--- src/rtl/wb_mem_bank_split.sv ---
// Wishbone slave that splits one word-addressed window across
// NUM_BANKS core SRAM ports, with ack/err handshake, timeout and abort drain.
module wb_mem_bank_split #(
    parameter int NUM_BANKS = 2,
    parameter int BANK_AW   = 10,
    parameter int TIMEOUT   = 255,
    localparam int SELW     = (NUM_BANKS > 1) ? $clog2(NUM_BANKS) : 1
) (
    input  logic                          wb_clk_i,
    input  logic                          wb_rst_ni,
    input  logic                          wbs_cyc_i,
    input  logic                          wbs_stb_i,
    input  logic                          wbs_we_i,
    input  logic [3:0]                    wbs_sel_i,
    input  logic [SELW+BANK_AW-1:0]       wbs_adr_i,
    input  logic [31:0]                   wbs_dat_i,
    output logic [31:0]                   wbs_dat_o,
    output logic                          wbs_ack_o,
    output logic                          wbs_err_o,
    output logic [NUM_BANKS-1:0]          bank_req_o,
    output logic [NUM_BANKS-1:0]          bank_we_o,
    output logic [4*NUM_BANKS-1:0]        bank_be_o,
    output logic [BANK_AW*NUM_BANKS-1:0]  bank_addr_o,
    output logic [32*NUM_BANKS-1:0]       bank_wdata_o,
    input  logic [NUM_BANKS-1:0]          bank_rvalid_i,
    input  logic [32*NUM_BANKS-1:0]       bank_rdata_i
);

    localparam int NSLOT = 1 << SELW;

    localparam logic [2:0] S_IDLE  = 3'd0;
    localparam logic [2:0] S_REQ   = 3'd1;
    localparam logic [2:0] S_WAIT  = 3'd2;
    localparam logic [2:0] S_ACK   = 3'd3;
    localparam logic [2:0] S_ERR   = 3'd4;
    localparam logic [2:0] S_DRAIN = 3'd5;

    logic [2:0]           state;
    logic [SELW-1:0]      idx_q;
    logic [BANK_AW-1:0]   addr_q;
    logic [3:0]           be_q;
    logic                 we_q;
    logic [31:0]          wdata_q;
    logic [15:0]          cnt;
    logic [NUM_BANKS-1:0] req_q;
    logic [31:0]          dat_q;
    logic                 ack_q;
    logic                 err_q;

    logic [SELW-1:0]      in_idx;
    logic [NSLOT-1:0]     bank_ok;
    logic [NSLOT-1:0]     rv_pad;
    logic                 rv_hit;
    logic                 to_hit;
    logic                 accept;
    logic [31:0]          rdata_sel;
    logic [NUM_BANKS-1:0] in_onehot;

    assign in_idx = wbs_adr_i[SELW+BANK_AW-1 -: SELW];
    assign rv_pad = NSLOT'(bank_rvalid_i);
    assign rv_hit = rv_pad[idx_q];
    assign to_hit = (cnt == 16'(TIMEOUT));
    assign accept = wbs_cyc_i & wbs_stb_i & ~ack_q & ~err_q;

    // Index slots beyond NUM_BANKS decode to an error response.
    for (genvar g = 0; g < NSLOT; g++) begin : g_ok
        assign bank_ok[g] = (g < NUM_BANKS);
    end

    // Select the response data of the latched bank and decode the incoming request bank.
    always_comb begin
        rdata_sel = '0;
        in_onehot = '0;
        for (int i = 0; i < NUM_BANKS; i++) begin
            if (SELW'(i) == idx_q) rdata_sel = bank_rdata_i[32*i +: 32];
            if (SELW'(i) == in_idx) in_onehot[i] = 1'b1;
        end
    end

    // Request/response FSM with registered outputs.
    always_ff @(posedge wb_clk_i) begin
        if (!wb_rst_ni) begin
            state   <= S_IDLE;
            idx_q   <= '0;
            addr_q  <= '0;
            be_q    <= '0;
            we_q    <= 1'b0;
            wdata_q <= '0;
            cnt     <= '0;
            req_q   <= '0;
            dat_q   <= '0;
            ack_q   <= 1'b0;
            err_q   <= 1'b0;
        end else begin
            req_q <= '0;
            ack_q <= 1'b0;
            err_q <= 1'b0;
            dat_q <= '0;
            unique case (state)
                S_IDLE: begin
                    if (accept) begin
                        idx_q   <= in_idx;
                        addr_q  <= wbs_adr_i[BANK_AW-1:0];
                        be_q    <= wbs_sel_i;
                        we_q    <= wbs_we_i;
                        wdata_q <= wbs_dat_i;
                        if (bank_ok[in_idx]) begin
                            req_q <= in_onehot;
                            state <= S_REQ;
                        end else begin
                            err_q <= 1'b1;
                            state <= S_ERR;
                        end
                    end
                end
                S_REQ: begin
                    cnt   <= '0;
                    state <= S_WAIT;
                end
                S_WAIT: begin
                    cnt <= cnt + 16'd1;
                    if (rv_hit) begin
                        dat_q <= rdata_sel;
                        ack_q <= 1'b1;
                        state <= S_ACK;
                    end else if (!wbs_cyc_i) begin
                        state <= S_DRAIN;
                    end else if (to_hit) begin
                        err_q <= 1'b1;
                        state <= S_ERR;
                    end
                end
                S_ACK:   state <= S_IDLE;
                S_ERR:   state <= S_IDLE;
                S_DRAIN: begin
                    cnt <= cnt + 16'd1;
                    if (rv_hit || to_hit) state <= S_IDLE;
                end
                default: state <= S_IDLE;
            endcase
        end
    end

    assign wbs_dat_o    = dat_q;
    assign wbs_ack_o    = ack_q;
    assign wbs_err_o    = err_q;
    assign bank_req_o   = req_q;
    assign bank_we_o    = {NUM_BANKS{we_q}};
    assign bank_be_o    = {NUM_BANKS{be_q}};
    assign bank_addr_o  = {NUM_BANKS{addr_q}};
    assign bank_wdata_o = {NUM_BANKS{wdata_q}};

endmodule
--- config.mk ---
export PLATFORM = sky130hd
export DESIGN_NAME = wb_mem_bank_split
export DESIGN_NICKNAME = d
export VERILOG_FILES = /design/src/rtl/wb_mem_bank_split.sv
export SDC_FILE = /design/constraint.sdc
export NUM_CORES = 1
export LEC_CHECK = 0
export BUFFER_PORTS_ARGS = -buffer_cell sky130_fd_sc_hd__buf_2
export CORE_MARGIN = 3
export CORE_UTILIZATION = 45
export DETAILED_ROUTE_END_ITERATION = 6
export GPL_ROUTABILITY_DRIVEN = 0
export PLACE_DENSITY = 0.87
export SLEW_MARGIN = 40
export SYNTH_ARGS = -nofsm -noshare
export SYNTH_HDL_FRONTEND = slang
export SYNTH_SLANG_ARGS = --single-unit
--- constraint.sdc ---
create_clock -name wb_clk_i -period 2.21 [get_ports wb_clk_i]
set_clock_uncertainty 0.2 [all_clocks]
set_input_delay 0.1105 -clock wb_clk_i [delete_from_list [all_inputs] [get_ports wb_clk_i]]
set_output_delay 0.1105 -clock wb_clk_i [all_outputs]
set_load 0.02 [all_outputs]
==> metrics.cfg, run 1 <==
[outcome]
status = finished, violations left
violations = negative setup slack

[timing]
maxClockFrequency_mhz = 449
worst_slack_ns = -0.0162
finalSetupViolCount = 1
worst_slew_pin_slew_ns = 0.588
finalHoldViolCount = 0
relSlewSlack_pct = 60.2
post-route-period-util_pct = 101
whs_ns = 0.101
setup_tns_ns = -0.0162
period_needed_ns = 2.23
finalMaxSlewViolations = 0
grt_setup_unrepaired = no

[layout]
fin_area_sq_um = 6960
fin_cells = 991
area_delta_synth_final_pct = 53.0
multi_input_area_sq_um = 1970
drive_above_1_share_pct = 33.9
fillCellCount = 648
regArea_sq_um = 2060
nets = 972
n_antenna_cell = 0

[placed_design]
placed_area_sq_um = 5610
place_inst = 859
pre_cts_slack_ns = 0.222
hpwl_mm = 9.71
port-buffer-count = 247

[route]
wl_per_cell_microns = 18.7
wl_mm = 18.5
drc = 0
drtIter0Drc = 539
viasPerCell = 5.50
drt_pre_antenna_iters = 6
drtAntennaViolNets = 0
vias = 5449

[die]
die_y_microns = 107
io_pins = 248
die_w_microns = 107
start_util_pct = 46.3
rows = 36
die_area_sq_um = 11400
coreArea_sq_um = 9820

[critical_path]
cp_slowest_cell = dlygate4sd3_1
critical-path-top-delay-family = simple AND/OR/NAND/NOR gates
cpMostUsedCell = nand2_1
crit_required_ns = 2.24
crit_type = in -> reg
worstPathCellList = dlygate4sd3_1, buf_2, nor4bb_1, nand2_1, buf_12, nand2_1, a21oi_1
worstSetupStartpointType = primary input
path_buf_inv = 3
crit_fanout = 42
endpoint_kind = flip-flop
cp.arrival_ns = 2.26
critPathMaxStageDelay_ns = 0.53

[grt]
grt_pass1_wl_mm = 28.0
grt_pass1_vias = 5415
track_usage_pct = 31.3
grt_max_degree = 45
grt_overflow = 0
antenna_found_initial = 0

[synth]
ys_seq_area_share_pct = 45.3
yosysWarnings = 0
synthFlopType = dfxtp_1
synth_cells = 547
synth-async-reset-ratio_pct = 0
syn_area_per_cell_sq_um = 8.32
ys_seq_elements = 103
synth_enable_flop_cells = 0
synth_fp_nets = 666
synth_area_sq_um = 4550
ys_types = 54

[cts]
clock_path_buffers = 2
clock-root-buffer = clkbuf_8
clk_latency_ns = 0.38
clkSinkCount = 103
cts_buffers = 9
cts_tree = done
post_cts_buffers = 0
cts.clk_slew.worst_paths_ns = 0.13
ctsHtreeMaxLevel = 3

[pwr]
p_leak_nw = 3.19
ir_drop_mv = 0.401
cellPowerDensity_nw_per_um2 = 632

[flow_run]
drv_cap = 0

[hold_path]
hp-class = in -> reg

routing by layer:
metal	GRT usage, %	up-vias	part of all wire, %
met2	56.3	432	49
met3	8.14	91	10
met5	0	-	0
met1	32.7	2494	35
met4	18.3	0	6.0
li1	-	2432	-
synth_stat cells, types with 3 or more instances:
master	n	area, sq um
nor2_1	42	158
buf_2	3	15.0
nand2_1	116	435
o211ai_1	6	45.0
buf_4	48	360
dfxtp_1	103	2060
a2111oi_0	3	26.3
o21ai_0	7	35.0
nor4_1	6	37.5
nor3_1	6	30.0
o31ai_1	3	22.5
nand3_1	12	60.1
clkbuf_1	30	113
and2_1	4	25.0
inv_1	6	22.5
a21oi_1	65	325
a31oi_1	4	25.0
mux2i_1	33	330
worst paths after layout:
check | start | cells past startpoint | to | slack, ns
hold / removal | bank_rvalid_i[1] | 4 | state[2] | 0.10
setup / recovery | wbs_cyc_i | 7 | wdata_q[24] | -0.02
hold reg to reg | wdata_q[18] | 2 | wdata_q[18] | 0.27
setup reg to reg | wbs_ack_o | 5 | wdata_q[24] | 0.03
logic make-up after synthesis:
family / after synthesis / synth area share, %
AOI/OAI and AO/OA: 106 / 13.9
xor gates and xnor gates: 2 / 0.385
adders and majority gates: 1 / 0.275
buffers and inverters: 89 / 11.4
DFF: 103 / 45.3
muxes: 34 / 7.51
and+or+nand+nor: 212 / 21.2
sequential cells by signal, indices dropped and copies added, names as in the netlist:
| signal | flops |
|---|---|
| idx_q | 1 |
| cnt | 16 |
| wdata_q | 32 |
| wbs_dat_o | 32 |
| we_q | 1 |
| wbs_err_o | 1 |
| wbs_ack_o | 1 |
| be_q | 4 |
| addr_q | 10 |
| state | 3 |
| bank_req_o | 2 |
cell usage in the layout (no fill, tap or decap), drive strengths merged, types with 2 or more instances in the layout:
cell type / Yosys / final
o31a: 2 / 2
a21o: 2 / 2
a21boi: 2 / 2
nor3: 6 / 6
buf: 53 / 262
nand3: 12 / 12
nor4: 6 / 6
and4: 3 / 3
inv: 6 / 10
o31ai: 3 / 3
and3: 2 / 2
nor3b: 2 / 2
clkbuf: 30 / 9
nand2b: 2 / 2
dfxtp: 103 / 103
mux2i: 33 / 33
dlygate4sd3: 0 / 116
o211ai: 6 / 6
a22o: 2 / 2
a211o: 2 / 2
a2111oi: 3 / 3
xnor2: 2 / 2
nor2b: 2 / 2
o221ai: 2 / 2
and2: 4 / 4
o21ai: 7 / 7
clkinv: 0 / 2
a21oi: 65 / 65
nor2: 42 / 42
or4: 4 / 4
nand2: 116 / 116
nand4: 3 / 3
a31oi: 4 / 4
worst register-to-register path: cells and delay by family, from the launching register on:
kind            cells  cell delay [ns]
simple gates        3             1.11
flops               1             0.34
buf+inv             1             0.31
compound gates      1             0.08
per-stage QoR:
| step | power (mW) | utilization (%) |
|---|---|---|
| global placement | 2.97 | 57.1 |
| detailed placement | 2.99 | 57.1 |
| CTS | 4.29 | 70.9 |
| global route | 4.56 | 70.9 |
| finish | 4.40 | 70.9 |
| floorplan | 2.69 | - |
area by class of cell:
type | instances | share of cell area (%)
Timing Repair Buffer | 378 | 36.6
Sequential cell | 103 | 29.6
Multi-Input combinational cell | 355 | 28.3
Tap cell | 133 | 2.39
Clock buffer | 9 | 1.78
Clock inverter | 7 | 0.917
Inverter | 6 | 0.324
repair_timing:
| item | in CTS | in global routing |
|---|---|---|
| hold endpoints to repair | 88 | 0 |
| hold buffers | 116 | 0 |
| resized for setup | 0 | 1 |
| setup endpoints to repair | 0 | 2 |
power by group:
part | internal (mW) | total [mW] | switching, mW
registers | 1.95 | 2.03 | 0.0812
logic | 0.504 | 1.18 | 0.680
clock network | 0.439 | 1.19 | 0.749
No activity file was read; power rests on OpenSTA's default activity.
==> inputs of run 2 (changes only) <==
--- a/config.mk
+++ b/config.mk
@@ -10,7 +10,7 @@
 export CORE_UTILIZATION = 45
 export DETAILED_ROUTE_END_ITERATION = 6
 export GPL_ROUTABILITY_DRIVEN = 0
-export PLACE_DENSITY = 0.87
+export PLACE_DENSITY = 0.91
 export SLEW_MARGIN = 40
 export SYNTH_ARGS = -nofsm -noshare
 export SYNTH_HDL_FRONTEND = slang
==> run 2 against run 1 <==
  * The flow now finishes without violations
  * Sequential power about the same
  * Global-route usage fell by 0.91 points
  * Sequential cell count did not move
  * Clock-buffer cell count unchanged
  * Non-clock buffer count grew 2
  * Largest cell class unchanged
  * Highest routed layer unchanged
==> metrics.cfg, run 2 (same netlist as run 1, synthesis figures left out) <==
[timing]
finalSetupViolCount = 0
post-route-period-util_pct = 98.6
period_needed_ns = 2.18
maxClockFrequency_mhz = 459
worst_slack_ns = 0.0309
finalHoldViolCount = 0
relSlewSlack_pct = 60.2
setup_tns_ns = 0
worst_slew_pin_slew_ns = 0.591
finalMaxSlewViolations = 0
whs_ns = 0.0694
grt_setup_unrepaired = no

[cts]
cts_tree = done
clkSinkCount = 103
ctsHtreeMaxLevel = 3
clock-root-buffer = clkbuf_8
cts.clk_slew.worst_paths_ns = 0.11
clock_path_buffers = 2
cts_buffers = 9
clk_latency_ns = 0.38
post_cts_buffers = 0

[layout]
n_antenna_cell = 0
final_cell_mix = buf_2, nand2_1, dlygate4sd3_1
nets = 974
area_delta_synth_final_pct = 53.1
final_util_pct = 70.9
drive_above_1_share_pct = 34.5
final_common_cell = buf_2
fillCellCount = 654

[die]
coreArea_sq_um = 9820
die_area_sq_um = 11400
die_y_microns = 107
die_w_microns = 107
io_pins = 248
rows = 36
start_util_pct = 46.3

[route]
viasPerCell = 5.36
wl_per_cell_microns = 17.8
vias = 5318
drc = 0
wl_mm = 17.7
drt_pre_antenna_iters = 6
drtIter0Drc = 601
drtAntennaViolNets = 0

[grt]
antenna_found_initial = 0
grt_max_degree = 50
grt_pass1_wl_mm = 27.4
grt_pass1_vias = 5511
track_usage_pct = 30.4
grt_overflow = 0

[hold_path]
hp-class = in -> reg
worstHoldStart = bank_rvalid_i[0]

[critical_path]
crit_required_ns = 2.30
crit_start = state[1]
cp.arrival_ns = 2.27
worstSetupStartpointType = flip-flop
endpoint_kind = flip-flop
r2r_start = state[1]
crit_type = reg -> reg
crit_fanout = 20

[pwr]
finalPower_mw = 4.37
cellPowerDensity_nw_per_um2 = 628
p_leak_nw = 3.19
ir_drop_mv = 0.343

[flow_run]
drv_cap = 0

[outcome]
status = completed

[placed_design]
pre_cts_slack_ns = 0.0574
hpwl_mm = 9.71
port-buffer-count = 247

run 2: per-stage QoR:
| stage | cell area [sq um] | std cells |
|---|---|---|
| 6_report | 6960 | 993 |
| 5_1_grt | 6960 | 993 |
| 4_1_cts | 6950 | 993 |
| 3_5_place_dp | 5600 | 861 |
| 3_3_place_gp | 5600 | 861 |
| 2_1_floorplan | 4550 | 547 |
run 2: worst max-delay path: stages, from the launching register on:
cell and delay [ns]:
dfxtp_1 0.41, buf_4 0.23, nor3b_1 0.46, nand3_2 0.30
buf_4 0.29, nor2_1 0.19
run 2: cell type report:
class	instances	area (sq um)	area share (%)
clock buffers	9	124	1.78
clock inverters	7	63.8	0.916
inverters	6	22.5	0.323
multi-input cells	355	1980	28.5
flip-flops and latches	103	2070	29.7
well taps	133	166	2.39
repair buffers	380	2540	36.4
run 2: where the power goes:
part / internal (mW) / switching (mW) / leakage [nW]
combinational: 0.503 / 0.673 / 2.26
clock: 0.435 / 0.735 / 0.0938
sequential: 1.95 / 0.0779 / 0.836
run 2: final timing paths:
path	end	slack [ns]	depth (start not counted)
worst max register to register	wbs_dat_o[5]	0.03	5
worst min register to register	wdata_q[22]	0.27	2
worst min-delay path	state[2]	0.07	4
worst max-delay path	wbs_dat_o[5]	0.03	5
run 2: timing repair:
item / CTS / global route
pin swaps: 0 / 0
gates resized for setup: 2 / 4
endpoints found under the setup margin: 1 / 7
hold buffers: 116 / 0
endpoints found under the hold margin: 86 / 0
run 2: metal layers:
layer	track usage, %	part of all wire [%]
met5	0	0
met2	54.6	50
met4	16.7	5.4
met3	8.56	9.9
met1	31.8	35
==> inputs of run 3 (changes only) <==
--- a/config.mk
+++ b/config.mk
@@ -7,10 +7,10 @@
 export LEC_CHECK = 0
 export BUFFER_PORTS_ARGS = -buffer_cell sky130_fd_sc_hd__buf_2
 export CORE_MARGIN = 3
-export CORE_UTILIZATION = 45
+export CORE_UTILIZATION = 25
 export DETAILED_ROUTE_END_ITERATION = 6
 export GPL_ROUTABILITY_DRIVEN = 0
-export PLACE_DENSITY = 0.91
+export PLACE_DENSITY = 0.6
 export SLEW_MARGIN = 40
 export SYNTH_ARGS = -nofsm -noshare
 export SYNTH_HDL_FRONTEND = slang
==> constraint.sdc (replaced) <==
create_clock -name wb_clk_i -period 2.68 [get_ports wb_clk_i]
set_clock_uncertainty 0.2 [all_clocks]
set_input_delay 0.134 -clock wb_clk_i [delete_from_list [all_inputs] [get_ports wb_clk_i]]
set_output_delay 0.134 -clock wb_clk_i [all_outputs]
set_load 0.02 [all_outputs]
==> run 3 against run 2 <==
  * Sequential cell count stayed put
  * Total power shrank 8.1%
  * Hold slack got worse by 0.050 ns
  * Register-to-register slack improved by 0.48 ns
  * Non-clock buffer count fell by 6
  * First-iteration DRC count decreased by 67%
  * Global-route usage down 16 points
  * Clock-buffer cell count unchanged
  * Largest power group unchanged
==> metrics.cfg, run 3 (same netlist as run 1, synthesis figures left out) <==
[critical_path]
r2r_start = cnt[0]
crit_start = wbs_cyc_i
ff2ff_path_depth = 5
crit_type = in -> reg
endpoint_kind = flip-flop
rr_endpoint = wbs_err_o
crit_fanout = 22
critPathMaxStageDelay_ns = 0.67
worstSetupStartpointType = primary input
crit_required_ns = 2.75
regToRegSetupSlack_ns = 0.51
worstPathCellList = dlygate4sd3_1, buf_2, nor4bb_1, and2_2, buf_4, nand2_1, a21oi_1
cp_slowest_cell = nor4bb_1
cp.arrival_ns = 2.25
endpoint = idx_q

[timing]
worst_slack_ns = 0.499
worst_slew_pin_slew_ns = 0.842
setup_tns_ns = 0
finalMaxSlewViolations = 0
relSlewSlack_pct = 43.1
maxClockFrequency_mhz = 458
post-route-period-util_pct = 81.4
grt_setup_unrepaired = no
finalHoldViolCount = 0
finalSetupViolCount = 0
period_needed_ns = 2.18

[route]
viasPerCell = 4.55
wl_mm = 15.0
highest_layer = met4
drtIter0Drc = 196
vias = 4905
drt_pre_antenna_iters = 5
met3_length_mm = 1.51
dr_wl_met2_mm = 7.02
wl_met1_mm = 6.19
drtAntennaViolNets = 0
wl_per_cell_microns = 13.9
drc = 0

[placed_design]
port-buffer-count = 247
hpwl_mm = 9.65
pre_cts_slack_ns = 0.531

[pwr]
p_leak_nw = 3.22
ir_drop_mv = 0.333
cellPowerDensity_nw_per_um2 = 563

[layout]
final_common_cell = buf_2
n_antenna_cell = 0
nets = 968
fillCellCount = 1685
area_delta_synth_final_pct = 57.1
drive_above_1_share_pct = 33.6
regArea_sq_um = 2060
multi_input_area_sq_um = 1970
final_cell_mix = buf_2, nand2_1, dlygate4sd3_1

[grt]
grt_pass1_vias = 4729
grt_pass1_wl_mm = 23.7
grt_max_degree = 40
antenna_found_initial = 0
grt_overflow = 0
track_usage_pct = 14.6

[cts]
cts_buffers = 9
clock-root-buffer = clkbuf_16
ctsHtreeMaxLevel = 3
cts.clk_slew.worst_paths_ns = 0.08
clk_latency_ns = 0.35
post_cts_buffers = 0
cts.repair.resized = 0
cts_tree = done
clock_path_buffers = 2
clkSinkCount = 103

[hold_path]
hp-class = in -> reg

[outcome]
status = completed

[die]
die_y_microns = 141
coreArea_sq_um = 17500
io_pins = 248
start_util_pct = 25.9
die_area_sq_um = 19900
rows = 48
die_w_microns = 141

[flow_run]
drv_cap = 0

[run 3: changes by cell type in the layout (fill, tap and decap cells not counted), sizes merged]
| cell | delta |
|---|---|
| buf | -5 |
| bufinv | +2 |
| clkinv | +2 |
| dlygate4sd3 | -1 |
| inv | -4 |
[run 3: repair_timing]
item,CTS,global route
hold buffers,115,0
endpoints found under the setup margin,0,0
endpoints found under the hold margin,89,0
[run 3: how the worst min path moves through the flow]
stage	start	end	slack (ns)	cells after the start
2_1_floorplan	wbs_adr_i[10]	bank_req_o[0]	0.01	1
3_3_place_gp	bank_rdata_i[31]	wbs_dat_o[31]	0.17	3
3_5_place_dp	bank_rdata_i[28]	wbs_dat_o[28]	0.17	3
4_1_cts	bank_rvalid_i[1]	wbs_err_o	0.001	3
5_1_grt	bank_rvalid_i[1]	wbs_err_o	0.01	3
6_report	bank_rvalid_i[1]	wbs_err_o	0.02	3
[run 3: critical path, delay by kind of cell]
| kind | cells | cell delay, ns |
|---|---|---|
| compound gates | 1 | 0.13 |
| buf+inv | 3 | 0.91 |
| simple gates | 3 | 1.06 |
[run 3: final cells by class]
class                      instances  share of cell area, %
multi-input combinational        355                   27.6
clock buffer                       9                   3.15
tap                              225                   3.94
timing repair buffer             374                   34.7
inverter                           6                  0.315
sequential                       103                   28.9
clock inverter                     7                   1.47
[run 3: metal layers]
layer,track usage [%],vias to the layer above
met5,0,-
met4,5.10,0
met3,5.12,20
met2,24.6,250
met1,17.3,2208
li1,-,2427
[run 3: per-stage QoR]
| step | instances | hold slack [ns] | total power, mW | cell area [sq um] | util (%) |
|---|---|---|---|---|---|
| global placement | 948 | 0.167 | 2.45 | 5660 | 32.3 |
| detailed placement | 948 | 0.171 | 2.45 | 5660 | 32.3 |
| CTS | 1079 | 0.00143 | 4.07 | 7150 | 40.7 |
| global route | 1079 | 0.0144 | 4.22 | 7150 | 40.7 |
| floorplan | 547 | 0.0133 | 2.22 | 4550 | - |
| finish | 1079 | 0.0193 | 4.02 | 7150 | 40.7 |
[run 3: power breakdown]
| part | leakage, nW | internal [mW] | switching (mW) |
|---|---|---|---|
| Clock | 0.158 | 0.830 | 0.614 |
| Sequential | 0.836 | 1.61 | 0.0636 |
| Combinational | 2.22 | 0.400 | 0.505 |
